File: src/rtl/hbotflaf_mse_monitor_pkg.sv
// Shared definitions for the HBO-TFLAF MSE convergence monitor:
// default word geometry and the monitor FSM state encoding.
package hbotflaf_mse_monitor_pkg;

    localparam int DEF_WIDTH    = 16;
    localparam int DEF_QP       = 12;
    localparam int DEF_LOG2_WIN = 8;

    typedef enum logic [1:0] {
        ST_WARMUP = 2'd0,
        ST_ACCUM  = 2'd1,
        ST_REPORT = 2'd2
    } mon_state_t;

    // Width of a rounded square of a WIDTH-bit signed sample with QP fraction bits.
    function automatic int sq_width(input int width, input int qp);
        return 2 * width - qp;
    endfunction

endpackage

File: src/rtl/hbotflaf_mse_monitor_sq_round.sv
// Combinational signed square, rounded half-up and shifted right by QP
// so the result stays in the same Q.QP scaling as the input.
module hbotflaf_mse_monitor_sq_round
    import hbotflaf_mse_monitor_pkg::*;
#(
    parameter int WIDTH = DEF_WIDTH,
    parameter int QP    = DEF_QP
) (
    input  logic signed [WIDTH-1:0]          i_a,
    output logic        [2*WIDTH-QP-1:0]     o_sq
);

    localparam int SQW = sq_width(WIDTH, QP);
    localparam logic [2*WIDTH-1:0] HALF_LSB = {{(2*WIDTH-1){1'b0}}, 1'b1} << (QP - 1);

    logic signed [2*WIDTH-1:0] w_prod;
    logic        [2*WIDTH-1:0] w_sum;

    // A square is never negative, so the signed product can be added as unsigned.
    assign w_prod = i_a * i_a;
    assign w_sum  = $unsigned(w_prod) + HALF_LSB;
    assign o_sq   = SQW'(w_sum >> QP);

endmodule

File: src/rtl/hbotflaf_mse_monitor.sv
// Windowed mean-squared-error monitor with hysteresis convergence flag.
// Squares the filter error, averages over 2^LOG2_WIN valid samples, reports MSE.
//
//   state     | meaning
//   ----------+------------------------------------------------------------
//   ST_WARMUP | discarding the first WARMUP valid samples after reset/restart
//   ST_ACCUM  | summing squares into the current window
//   ST_REPORT | one cycle: publish MSE, update convergence, start next window
module hbotflaf_mse_monitor
    import hbotflaf_mse_monitor_pkg::*;
#(
    parameter int WIDTH     = DEF_WIDTH,
    parameter int QP        = DEF_QP,
    parameter int LOG2_WIN  = DEF_LOG2_WIN,
    parameter int WARMUP    = 64,
    parameter int CONV_WINS = 4
) (
    input  logic                    clk,
    input  logic                    reset,
    input  logic signed [WIDTH-1:0] error_in,
    input  logic                    sample_valid,
    input  logic                    restart,
    input  logic        [WIDTH-1:0] threshold,
    output logic        [WIDTH-1:0] mse_out,
    output logic                    mse_valid,
    output logic                    converged,
    output logic        [15:0]      win_count
);

    localparam int SQW  = sq_width(WIDTH, QP);
    localparam int ACCW = SQW + LOG2_WIN;
    localparam int WCW  = $clog2(WARMUP + 1);
    localparam int BCW  = $clog2(CONV_WINS + 1);
    localparam logic [ACCW-1:0]  HALF_WIN = {{(ACCW-1){1'b0}}, 1'b1} << (LOG2_WIN - 1);
    localparam logic [WIDTH-1:0] MSE_MAX  = '1;

    logic [SQW-1:0]      w_sq;
    logic [SQW-1:0]      r_sq;
    logic                r_sq_valid;

    mon_state_t          r_state, w_nxt_state;
    logic [ACCW-1:0]     r_acc, w_nxt_acc;
    logic [LOG2_WIN-1:0] r_cnt, w_nxt_cnt;
    logic [ACCW-1:0]     r_final_acc, w_nxt_final_acc;
    logic [WCW-1:0]      r_warm, w_nxt_warm;
    logic [BCW-1:0]      r_below, w_nxt_below;
    logic [WIDTH-1:0]    r_mse_out, w_nxt_mse_out;
    logic                r_mse_valid, w_nxt_mse_valid;
    logic                r_conv, w_nxt_conv;
    logic [15:0]         r_win, w_nxt_win;

    logic [ACCW-1:0]     w_acc_sum;
    logic [ACCW-1:0]     w_round_sum;
    logic [SQW-1:0]      w_mse_raw;
    logic [WIDTH-1:0]    w_mse_sat;
    logic [BCW-1:0]      w_below_inc;

    hbotflaf_mse_monitor_sq_round #(
        .WIDTH (WIDTH),
        .QP    (QP)
    ) u_sq_round (
        .i_a  (error_in),
        .o_sq (w_sq)
    );

    // S1: square register; restart drops whatever sample is in flight.
    always_ff @(posedge clk or posedge reset) begin
        if (reset) begin
            r_sq       <= '0;
            r_sq_valid <= 1'b0;
        end else if (restart) begin
            r_sq_valid <= 1'b0;
        end else begin
            r_sq_valid <= sample_valid;
            if (sample_valid) begin
                r_sq <= w_sq;
            end
        end
    end

    assign w_acc_sum   = r_acc + ACCW'(r_sq);
    assign w_round_sum = r_final_acc + HALF_WIN;
    assign w_mse_raw   = SQW'(w_round_sum >> LOG2_WIN);
    assign w_mse_sat   = (w_mse_raw > SQW'(MSE_MAX)) ? MSE_MAX : w_mse_raw[WIDTH-1:0];
    assign w_below_inc = (r_below == BCW'(CONV_WINS)) ? r_below : r_below + 1'b1;

    always_comb begin
        w_nxt_state     = r_state;
        w_nxt_acc       = r_acc;
        w_nxt_cnt       = r_cnt;
        w_nxt_final_acc = r_final_acc;
        w_nxt_warm      = r_warm;
        w_nxt_below     = r_below;
        w_nxt_mse_out   = r_mse_out;
        w_nxt_mse_valid = 1'b0;
        w_nxt_conv      = r_conv;
        w_nxt_win       = r_win;

        case (r_state)
            ST_WARMUP: begin
                if (r_sq_valid) begin
                    if (r_warm == WCW'(WARMUP - 1)) begin
                        w_nxt_state = ST_ACCUM;
                        w_nxt_acc   = '0;
                        w_nxt_cnt   = '0;
                    end else begin
                        w_nxt_warm = r_warm + 1'b1;
                    end
                end
            end
            ST_ACCUM: begin
                if (r_sq_valid) begin
                    if (r_cnt == '1) begin
                        w_nxt_state     = ST_REPORT;
                        w_nxt_final_acc = w_acc_sum;
                        w_nxt_acc       = '0;
                        w_nxt_cnt       = '0;
                    end else begin
                        w_nxt_acc = w_acc_sum;
                        w_nxt_cnt = r_cnt + 1'b1;
                    end
                end
            end
            ST_REPORT: begin
                w_nxt_state     = ST_ACCUM;
                w_nxt_mse_out   = w_mse_sat;
                w_nxt_mse_valid = 1'b1;
                w_nxt_win       = (r_win == 16'hFFFF) ? r_win : r_win + 16'd1;
                if (w_mse_sat < threshold) begin
                    w_nxt_below = w_below_inc;
                    w_nxt_conv  = r_conv | (w_below_inc == BCW'(CONV_WINS));
                end else begin
                    w_nxt_below = '0;
                    w_nxt_conv  = 1'b0;
                end
                // A beat landing here opens the next window rather than being lost.
                if (r_sq_valid) begin
                    w_nxt_acc = ACCW'(r_sq);
                    w_nxt_cnt = {{(LOG2_WIN-1){1'b0}}, 1'b1};
                end else begin
                    w_nxt_acc = '0;
                    w_nxt_cnt = '0;
                end
            end
            default: begin
                w_nxt_state = ST_WARMUP;
            end
        endcase

        if (restart) begin
            w_nxt_state     = ST_WARMUP;
            w_nxt_acc       = '0;
            w_nxt_cnt       = '0;
            w_nxt_warm      = '0;
            w_nxt_below     = '0;
            w_nxt_conv      = 1'b0;
            w_nxt_win       = '0;
            w_nxt_mse_valid = 1'b0;
            w_nxt_mse_out   = r_mse_out;
        end
    end

    always_ff @(posedge clk or posedge reset) begin
        if (reset) begin
            r_state     <= ST_WARMUP;
            r_acc       <= '0;
            r_cnt       <= '0;
            r_final_acc <= '0;
            r_warm      <= '0;
            r_below     <= '0;
            r_mse_out   <= '0;
            r_mse_valid <= 1'b0;
            r_conv      <= 1'b0;
            r_win       <= '0;
        end else begin
            r_state     <= w_nxt_state;
            r_acc       <= w_nxt_acc;
            r_cnt       <= w_nxt_cnt;
            r_final_acc <= w_nxt_final_acc;
            r_warm      <= w_nxt_warm;
            r_below     <= w_nxt_below;
            r_mse_out   <= w_nxt_mse_out;
            r_mse_valid <= w_nxt_mse_valid;
            r_conv      <= w_nxt_conv;
            r_win       <= w_nxt_win;
        end
    end

    assign mse_out   = r_mse_out;
    assign mse_valid = r_mse_valid;
    assign converged = r_conv;
    assign win_count = r_win;

endmodule

File: config.mk
export PLATFORM = sky130hd
export DESIGN_NAME = hbotflaf_mse_monitor
export DESIGN_NICKNAME = d
export VERILOG_FILES = /design/src/rtl/hbotflaf_mse_monitor_pkg.sv /design/src/rtl/hbotflaf_mse_monitor_sq_round.sv /design/src/rtl/hbotflaf_mse_monitor.sv
export SDC_FILE = /design/constraint.sdc
export NUM_CORES = 1
export LEC_CHECK = 0
export BUFFER_PORTS_ARGS = -buffer_cell sky130_fd_sc_hd__buf_2
export CAP_MARGIN = 25
export CORE_MARGIN = 10
export CORE_UTILIZATION = 35
export CTS_CLUSTER_SIZE = 16
export DETAILED_ROUTE_END_ITERATION = 12
export MAX_ROUTING_LAYER = met4
export SLEW_MARGIN = 25
export SYNTH_ARGS = -nofsm -noshare
export SYNTH_HDL_FRONTEND = slang
export SYNTH_SLANG_ARGS = --single-unit
File: constraint.sdc
create_clock -name clk -period 8.8 [get_ports clk]
set_input_delay 0.88 -clock clk [delete_from_list [all_inputs] [get_ports clk]]
set_output_delay 0.88 -clock clk [all_outputs]
set_load 0.05 [all_outputs]
==> qor.csv <==
metric,value,unit
outcome,"finished, final reports clean",
Root Driver,clkbuf_16,
dpl hpwl,27200,um
GRT overflow,0,
Mean Syn Cell Area,8.94,um2
Worst Hold Class,flip-flop to flip-flop,
wire length per cell,13.7,um
Worst R2R End,r_below[2],
utilization after layout,0.391,
clk sinks,124,
post-route DRC violation count,0,
Crit path required time,9.09,ns
DR vias/cell,4.72,
core area,44400,um2
Ports,70,
die width,232,um
Clock Skews,0.0110,ns
H-Tree Depth,4,
CP peak stage delay,0.81,ns
Routed Antenna Nets,0,
Worst setup EP type,flip-flop,
Worst EP arrival,7.70,ns
CP Cell Sequence,"buf_2, nand2_1, fa_1, inv_1, fa_1, inv_1, fa_1, fa_1, fa_1, fa_1, inv_1, ha_1, and4_1, and2_1, and3_1, a32o_1, a2111o_1, a21o_1, a21oi_1, xor2_1, o21ai_0",
post-CTS setup buffer count,0,
area share of the largest cell type after synthesis,0.299,
area grow syn2layout,10.1,%
initial antenna violation count,0,
post-synthesis register bit count,124,
Post-CTS Resized,0,
largest net degree at the start of global routing,79,
CTS tree,yes,
Worst path slowest cell,fa_1,
crit-path max FO,25,
row count,77,
Tmin final,7.41,ns
die extent in y,232,um
Final Hold Viols,0,
fmax,135,MHz
Worst-Skew Late Latency,0.43,ns
flop-to-flop setup slack,4.60,ns
Detailed Route Iter0 Violations,515,
number of synthesized flops with an enable pin,0,
maxcap violations,0,
Cells after Synth,1764,
startpoint type of the worst setup path,input port,
Clock Pin Slew Worst Setup and Hold Paths,0.06,ns
most frequent cells in the layout,"412 x inv_1, 236 x fa_1, 200 x nand2_1",
GPL Wtd Cong,0.891,
synth unique cells,62,
Final Max Slew Viols,0,
most frequent CP cell,fa_1,
port bufs,69,
Syn Nets,2165,
Num CTS Buffers,17,
"commonest non-fill, non-tap cell in the layout",inv_1,
RSZ-0062 raised after global routing,false,
setup TNS,0,ns
routed via count,11382,
routed wire length,33200,um
dominant synthesized flop cell,dfrtp_1,
ys async rst share,1.00,
cell taking the most area after synthesis,fa_1,
Worst Path Buf+Inv,4,
fraction of layout cells with a size suffix above 1,0.0671,
min-delay src,r_acc[11],
slew margin rel.,0.332,
# nets final,2207,
buffer depth of the longest clock path,2,
Overall Global Routing Usage,0.129,
TritonRoute pass-1 iters,5,
ant diodes,0,
worst-margin pin slew,0.999,ns
endpoints failing setup,0,
die area,54000,um2
"Cell Area, Synth",15800,um2
ranking of synthesized cells by area,"fa_1 30%, dfrtp_1 20%, ha_1 10%",
CTS Hold Bufs,0,
largest delay contributor family on the critical path,adder cells,
reg2reg start,r_final_acc[14],
Final period util,0.842,
synth warn,0,
global-route wire length before repair,57000,um
hold path cells,2,
starting density of the core,0.355,
reg2reg path depth,17,
hold path endpoint,r_acc[11],
sequential cell area fraction in the yosys report,0.197,
number of global-route vias before repair,11793,
WS Path Type,input port to flip-flop,
==> how the worst max path moves through the flow <==
stage | startpoint | slack, ns | to | cells past startpoint
global placement | error_in[15] | 1.06 | r_sq[18] | 21
detailed placement | error_in[15] | 0.86 | r_sq[18] | 21
floorplan | error_in[1] | 1.26 | r_sq[18] | 22
finish | error_in[15] | 1.39 | r_sq[18] | 21
global route | error_in[15] | 0.95 | r_sq[18] | 23
CTS | error_in[15] | 1.31 | r_sq[18] | 21
==> worst min-delay path, cell delays in order, from the launching register on <==
cell and delay [ns]:
dfrtp_1 0.34, nand2_1 0.05, o21ai_0 0.06
==> synthesized netlist by cell type (12+ instances only) <==
library cell  instances
fa_1                236
a31oi_1              22
a22oi_1              15
or3_1                12
dfrtp_1             124
ha_1                129
clkbuf_1             50
o21ai_0              82
nand2_1             200
a21o_1               25
xor2_1               49
inv_1               413
xnor2_1              45
and2_1               39
nand3_1              30
nor2_1               99
nand4_1              23
a21oi_1              51
==> kinds of logic after synthesis <==
group / after synthesis / share of synthesized area
and+or+nand+nor: 458 / 0.134
DFF: 124 / 0.197
buffers and inverters: 467 / 0.111
adders and majority gates: 365 / 0.402
xor gates and xnor gates: 94 / 0.0522
AOI/OAI and AO/OA: 251 / 0.101
muxes: 5 / 0.00325
==> registers in the layout, summed over array words and instances (netlist names) <==
signal and count:
r_acc 28, mse_out 16, r_sq 20, converged 1, r_state 2, r_sq_valid 1
mse_valid 1, r_final_acc 21, r_warm 7, r_cnt 8, win_count 16, r_below 3
==> layer usage <==
layer  track usage  part of all wire  wire (um)  up-vias
met5             -                 0          0        -
met4        0.0261            0.0082        272        0
met3        0.0178             0.038       1260       29
met2         0.201              0.45      15000      197
met1         0.175              0.50      16600     5566
li1              -                 -          -     5590
==> area by class of cell <==
cell class,count,area [um2]
Tap cell,592,741
Fill cell,4455,27000
Sequential cell,124,3100
Inverter,416,1560
Multi-Input combinational cell,1173,11000
Timing Repair Buffer,74,390
Clock buffer,17,425
Clock inverter,15,195
==> stage by stage <==
step	worst slack (ns)	area (um2)	hold slack, ns	instances
2_1_floorplan	1.26	15800	0.454	1764
3_3_place_gp	1.06	16700	0.468	2378
3_5_place_dp	0.860	16700	0.474	2379
4_1_cts	1.31	17400	0.488	2411
5_1_grt	0.955	17400	0.520	2411
6_report	1.39	17400	0.489	2411
Power is left out: the tool's default activity adds up to more than one toggle a clock period on the data nets, which glitch-free logic cannot reach.
